File: src/rtl/bin2text_seq.sv
// bin2text_seq: sequential double-dabble binary to signed ASCII decimal text.
// Define BIN2TEXT_LEADING_BLANK_EN to blank leading zero digits.
module bin2text_seq #(
  parameter int WIDTH  = 16,
  parameter int DIGITS = 5
) (
  input  logic                     iCLK,
  input  logic                     iRST_N,
  input  logic                     iSTART,
  input  logic                     iSIGNED,
  input  logic [WIDTH-1:0]         iVALUE,
  output logic                     oBUSY,
  output logic                     oDONE,
  output logic                     oOVF,
  output logic [0:(DIGITS+1)*8-1]  oTEXT
);
  localparam int CW = $clog2(WIDTH + 1);
  localparam int TW = (DIGITS + 1) * 8;
  typedef enum logic [1:0] {IDLE, SHIFT, FORMAT} state_t;
  state_t              state_q, state_d;
  logic [WIDTH-1:0]    mag_q, mag_d;
  logic [DIGITS*4-1:0] bcd_q, bcd_d, adj;
  logic [CW-1:0]       cnt_q, cnt_d;
  logic                neg_q, neg_d, sovf_q, sovf_d, ovf_q, ovf_d, done_q, done_d, co, nz, neg_in;
  logic [0:TW-1]       text_q, text_d;
  logic [DIGITS*8-1:0] dig_txt;
  assign neg_in = iSIGNED & iVALUE[WIDTH-1];
  always_comb begin
    adj = bcd_q;
    for (int i = 0; i < DIGITS; i++)
      adj[i*4 +: 4] = (bcd_q[i*4 +: 4] >= 4'd5) ? bcd_q[i*4 +: 4] + 4'd3 : bcd_q[i*4 +: 4];
  end
  // Walk digits from the top; once a non-zero digit (or the last digit) is seen, show digits.
  always_comb begin
`ifdef BIN2TEXT_LEADING_BLANK_EN
    nz = 1'b0;
`else
    nz = 1'b1;
`endif
    dig_txt = '0;
    for (int i = DIGITS - 1; i >= 0; i--) begin
      nz = nz | (bcd_q[i*4 +: 4] != 4'd0) | (i == 0);
      dig_txt[i*8 +: 8] = nz ? {4'h3, bcd_q[i*4 +: 4]} : 8'd32;
    end
  end
  always_comb begin
    state_d = state_q;
    mag_d   = mag_q;
    bcd_d   = bcd_q;
    cnt_d   = cnt_q;
    neg_d   = neg_q;
    sovf_d  = sovf_q;
    text_d  = text_q;
    ovf_d   = ovf_q;
    done_d  = 1'b0;
    co      = 1'b0;
    case (state_q)
      IDLE: if (iSTART) begin
        neg_d   = neg_in;
        mag_d   = neg_in ? ~iVALUE + 1'b1 : iVALUE;
        bcd_d   = '0;
        cnt_d   = CW'(WIDTH);
        sovf_d  = 1'b0;
        state_d = SHIFT;
      end
      SHIFT: begin
        {co, bcd_d, mag_d} = {adj, mag_q, 1'b0};
        sovf_d  = sovf_q | co;
        cnt_d   = cnt_q - CW'(1);
        state_d = (cnt_q == CW'(1)) ? FORMAT : SHIFT;
      end
      FORMAT: begin
        text_d  = {neg_q ? 8'd45 : 8'd32, dig_txt};
        ovf_d   = sovf_q;
        done_d  = 1'b1;
        state_d = IDLE;
      end
      default: state_d = IDLE;
    endcase
  end
  always_ff @(posedge iCLK or negedge iRST_N) begin
    if (!iRST_N) begin
      state_q <= IDLE;
      mag_q   <= '0;
      bcd_q   <= '0;
      cnt_q   <= '0;
      neg_q   <= 1'b0;
      sovf_q  <= 1'b0;
      text_q  <= {(DIGITS+1){8'd32}};
      ovf_q   <= 1'b0;
      done_q  <= 1'b0;
    end else begin
      state_q <= state_d;
      mag_q   <= mag_d;
      bcd_q   <= bcd_d;
      cnt_q   <= cnt_d;
      neg_q   <= neg_d;
      sovf_q  <= sovf_d;
      text_q  <= text_d;
      ovf_q   <= ovf_d;
      done_q  <= done_d;
    end
  end
  assign oBUSY = state_q != IDLE;
  assign oDONE = done_q;
  assign oOVF  = ovf_q;
  assign oTEXT = text_q;
endmodule

File: config.mk
export PLATFORM = sky130hd
export DESIGN_NAME = bin2text_seq
export DESIGN_NICKNAME = d
export VERILOG_FILES = /design/src/rtl/bin2text_seq.sv
export SDC_FILE = /design/constraint.sdc
export NUM_CORES = 1
export LEC_CHECK = 0
export CELL_PAD_IN_SITES_DETAIL_PLACEMENT = 2
export CELL_PAD_IN_SITES_GLOBAL_PLACEMENT = 2
export CORE_MARGIN = 1.5
export CORE_UTILIZATION = 33
export CTS_BUF_LIST = sky130_fd_sc_hd__clkbuf_4 sky130_fd_sc_hd__clkbuf_8
export DETAILED_ROUTE_END_ITERATION = 7
export GPL_ROUTABILITY_DRIVEN = 0
export PLACE_DENSITY = 0.83
export SLEW_MARGIN = 20
export SYNTH_ARGS = -nofsm -noshare
export SYNTH_HDL_FRONTEND = slang
export SYNTH_SLANG_ARGS = --single-unit
File: constraint.sdc
create_clock -name iCLK -period 2 [get_ports iCLK]
set_clock_uncertainty 0.2 [all_clocks]
set_input_delay 0.4 -clock iCLK [delete_from_list [all_inputs] [get_ports iCLK]]
set_output_delay 0.4 -clock iCLK [all_outputs]
set_load 0.01 [all_outputs]
Word-level counts from Yosys, hierarchy flattened
Cells that the tools add are included.

cells by class
  $add $sub $neg = 7
  magnitude comparators = 5
  equal/unequal tests = 4
  multiplexer cells = 19
  bitwise logic cells = 3
  reductions and logical operators = 5

operators by type and width
  cell                                                  number
  case mux 20 bit (2 select lines)                      1
  two-way mux 16 bit                                    2
  case mux 16 bit (2 select lines)                      1
  two-way mux 4 bit                                     6
  adder 4 x 2 -> 4 bit (second input constant)          5
  >= comparator 4 x 3 -> 1 bit (second input constant)  5
  two-way mux 20 bit                                    1
  adder 16 x 1 -> 16 bit (second input constant)        1
  NOT 16 bit                                            1
  case mux 5 bit (2 select lines)                       1
  equality test 5 x 1 -> 1 bit (second input constant)  1
  two-way mux 5 bit                                     1
  subtractor 5 x 1 -> 5 bit (second input constant)     1
  two-way mux 2 bit                                     2
  case mux 2 bit (2 select lines)                       1
  AND reduction 2 bit                                   2
  nonzero test 2 bit                                    2
  equality test 2 x 1 -> 1 bit (second input constant)  1
  equality test 2 bit (second input constant)           1
  logical NOT 2 bit                                     1
  two-way mux 1 bit                                     2
  inequality test 2 bit (second input constant)         1
  case mux 1 bit (2 select lines)                       1
  bitwise AND 1 bit                                     1
  OR 1 bit                                              1

storage, ports and cells
  register bits = 80
  input port bits = 20
  output and inout bits = 51
  logic and storage cells = 52

Depth between registers and ports, before layout
  depth after elaboration = 5
  gate-level depth with buffers = 7

Least setup slack after synthesis
OpenSTA, ideal clock, no wires.

  kind = input to register
  start point = in iVALUE[6]
  end point = reg mag_q[15]
  arrival time = 1.963 ns
  required time = 1.735 ns
  path slack = -0.228 ns
  stages on the path = 5
  path buffers = 0
  cell sequence = or4_4 > or3_4 > or4_1 > o21ai_1 > a31o_1

between the ends
  word-level cells in the longest chain between the ends = 5

ends and longest elaborated chain
  element                           RTL line  RTL
  start: declaration                11        input logic [WIDTH-1:0] iVALUE,
  NOT 16 bit                        60        mag_d = neg_in ? ~iVALUE + 1'b1 : iVALUE;
  adder 16 x 1 -> 16 bit            60
  two-way mux 16 bit                60
  two-way mux 16 bit                58        IDLE: if (iSTART) begin
  case mux 16 bit (2 select lines)  57        case (state_q)
  end signal: assignment            94        mag_q <= mag_d;
  end: declaration                  21        logic [WIDTH-1:0] mag_q, mag_d;

No other way between the ends. The select of a mux whose other input is x is not followed.
A chain may end at the register's enable or synchronous reset.

Final worst setup path
  start point = in iVALUE[4]
  end point = reg mag_q[15]

The elaborated chain is that of the path after synthesis.

==> impl_metrics.csv <==
group,metric,value,unit
floorplanning,die-height,106,um
floorplanning,core_area,10400,um2
worst_setup_path,rr_worst_depth,7,
worst_setup_path,critPathCaptureType,"flip-flop",
floorplanning,die_w,106,um
synthesis,synth_top_cell_by_area,"dfrtp_1",
floorplanning,num_io_pins,71,
synthesis,yosysWarnings,0,
synthesis,synth_edf_count,0,
clock_network,cts_tree,"yes",
finish,area_growth,31.0,%
synthesis,synth.area.top_cells,"dfrtp_1 (49%), o21ai_0 (7.5%), buf_4 (5.5%)",
floorplanning,num_rows,37,
grt,grt_util_all_layers,18.3,%
status,violations,"setup timing",
worst_setup_path,crit_required,2.08,ns
finish,n_antenna_cell,0,
finish,multi_input_area,1650,um2
drt,detail_route.wl_per_cell,16.9,um
clock_network,cts_buffers,9,
hold_path,worstHoldStart,"iVALUE[5]",
drt,ant_nets,0,
synthesis,synth_seq_cells,69,
clock_network,cts.sinks,69,
synthesis,syn_area_per_cell,9.80,um2
place,dp_hpwl,6750,um
drt,highest_layer,"met4",
drt,drc_errors,0,
timing,final.min_clock_period,2.09,ns
grt,grt_pass1_wl,16300,um
timing,hold_violations,0,
drt,wl_met1,4010,um
timing,worstMarginPinSlew,0.513,ns
power_and_ir_drop,p_sw_share,38.5,%
grt,grt_max_degree,70,
hold_path,whs_path_depth,4,
drt,drtIter0Drc,64,
drt,dr_wl_met3,258,um
status,outcome,"finished with violations",
place,dp_slack,-0.776,ns
clock_network,ctsHtreeMaxLevel,3,
power_and_ir_drop,pwr-share-comb,40.6,%
drt,routed_wl,9640,um
drt,vias,2886,
power_and_ir_drop,finalPower,5.96,mW
power_and_ir_drop,power_switching,2.30,mW
clock_network,clk_latency,0.34,ns
place,dp_cells,552,
timing,fmaxAchievable,478,MHz
drt,drt_pass1_iterations,4,
synthesis,netlist_instances,360,
power_and_ir_drop,max-vdd-ir-drop,0.351,mV
clock_network,cts_buffer_depth,2,
grt,grt-ovfl-total,0,
worst_setup_path,critical_path_class,"in2reg",
timing,relSlewSlack,65.8,%
finish,final_cell_mix,"dfrtp_1 (68), o21ai_0 (51), clkdlybuf4s50_1 (37)",
floorplanning,start_util,34.0,%
worst_setup_path,critPathLaunchType,"input pin",
timing,maxSlewViolCount,0,
drt,wl_met2,5300,um
finish,final_cells,572,
timing,period_share,105,%
power_and_ir_drop,power.leakage,2.07,nW
drt,routed_via_density,5.05,
clock_network,cts-root-buf,"clkbuf_8",
finish,ff_latch_area,1730,um2
worst_setup_path,arrival,2.17,ns
timing,finalSetupViolCount,2,
finish,drive_above_1_share,19.3,%
grt,grt_pass1_vias,3213,
grt,antenna_found_initial,0,
clock_network,clkTransAtPathRegs,0.08,ns
flow_run,maxCapViolCount,0,
hold_path,worstHoldPathType,"in2reg",
worst_setup_path,worstPathMaxFanout,2,
synthesis,synth-main-ff-cell,"dfrtp_1",
finish,final_common_cell,"dfrtp_1",
synthesis,synth_top_area_share,48.9,%
synthesis,synth_cell_types,32,
synthesis,syn-cell-area,3530,um2
finish,final.fill_count,1127,
timing,finalSetupTns,-0.144,ns
power_and_ir_drop,seq_power_share,39.2,%
power_and_ir_drop,internal_power,3.66,mW
worst_setup_path,reg2reg_to,"bcd_q[18]$_DFFE_PN0P_",
synthesis,synthArstFlopShare,100,%
floorplanning,die-area,11300,um2
timing,layout_setup_ws,-0.0911,ns
finish,nets,464,
synthesis,yosysSeqAreaShare,48.9,%
worst_setup_path,r2r-start,"bcd_q[16]$_DFFE_PN0P_",
power_and_ir_drop,p_clk_share,20.2,%
place,port_buffers,50,
hold_path,holdPathEnd,"mag_q[5]$_DFFE_PN0P_",
power_and_ir_drop,power-per-cell-area,1290,nW/um2
worst_setup_path,r2r_slack,0.18,ns
timing,rsz0062_at_grt,"true",
power groups by stage:
stage                     clock, mW  combinational [mW]  sequential [mW]
after floorplan                   0                1.36             2.29
after global placement            0                2.18             2.30
after detailed placement          0                2.36             2.35
after CTS                      1.23                2.45             2.34
after global routing           1.28                2.74             2.42
final                          1.20                2.42             2.34
flip-flops by register name, summed over array words and instances, names as in the netlist:
register and flops:
bcd_q 20, sovf_q 1, oTEXT 22, cnt_q 5
neg_q 1, state_q 2, oOVF 1, oDONE 1
mag_q 16
worst max-delay path by stage:
stage	cells after the start	slack (ns)	startpoint	end
global route	6	-0.13	iVALUE[4]	mag_q[15]$_DFFE_PN0P_
floorplan	5	-0.23	iVALUE[6]	mag_q[15]$_DFFE_PN0P_
CTS	6	-0.09	iVALUE[5]	mag_q[15]$_DFFE_PN0P_
finish	6	-0.09	iVALUE[4]	mag_q[15]$_DFFE_PN0P_
global placement	6	-0.70	iVALUE[6]	mag_q[15]$_DFFE_PN0P_
detailed placement	6	-0.78	iVALUE[6]	mag_q[11]$_DFFE_PN0P_
cell usage after synthesis, drive strengths merged (12+ instances only):
| cell type | count |
|---|---|
| dfrtp | 69 |
| ha | 13 |
| clkbuf | 16 |
| nand2 | 36 |
| mux2 | 12 |
| inv | 16 |
| xor2 | 14 |
| buf | 26 |
| a21oi | 15 |
| a22oi | 12 |
| o21ai | 54 |
| nand3 | 12 |
worst max-delay path, cell delays in order:
cell and delay, ns:
buf_6 0.09, or4_4 0.53, or3_4 0.40, or4_4 0.49, o21ai_2 0.12, a31o_1 0.14
final cells by class:
cell class	instances	area share [%]
clock buffer	11	3.28
inverter	16	1.30
timing repair buffer	84	17.5
clock inverter	5	1.25
multi-input combinational	251	35.6
sequential	69	37.4
tap	136	3.68
what timing repair did:
| item | in CTS | in global routing |
|---|---|---|
| pin swaps | 9 | 10 |
| setup endpoints to repair | 9 | 11 |
| setup buffers | 3 | 0 |
| gates resized for setup | 39 | 11 |
| hold buffers | 1 | 0 |
| gates cloned | 0 | 0 |
| hold endpoints to repair | 69 | 0 |
cells by family (layout without fill, tap and decap cells):
logic type,count (synthesis),after routing,synth area share [%]
XOR/XNOR,23,23,5.71
AND/OR/NAND/NOR,87,87,12.0
adder cells (fa/ha/maj),13,13,4.61
flip-flops,69,69,48.9
AO/OA/AOI/OAI,96,96,15.8
other,2,20,0.213
multiplexers,12,12,3.83
buffers and inverters,58,116,8.94
metrics by stage:
stage / utilization, % / area [um2] / hold slack (ns)
CTS: 44.2 / 4580 / 0.240
global placement: 41.3 / 4290 / 0.255
floorplan: - / 3600 / -0.0956
global route: 44.6 / 4620 / 0.287
finish: 44.6 / 4620 / 0.244
detailed placement: 41.3 / 4290 / 0.257
routing by layer:
metal	up-vias	GRT usage, %
li1	1339	-
met1	1481	21.4
met3	10	2.58
met2	56	34.8
met5	-	0
met4	0	4.92
(Power assumes the default switching activity.)
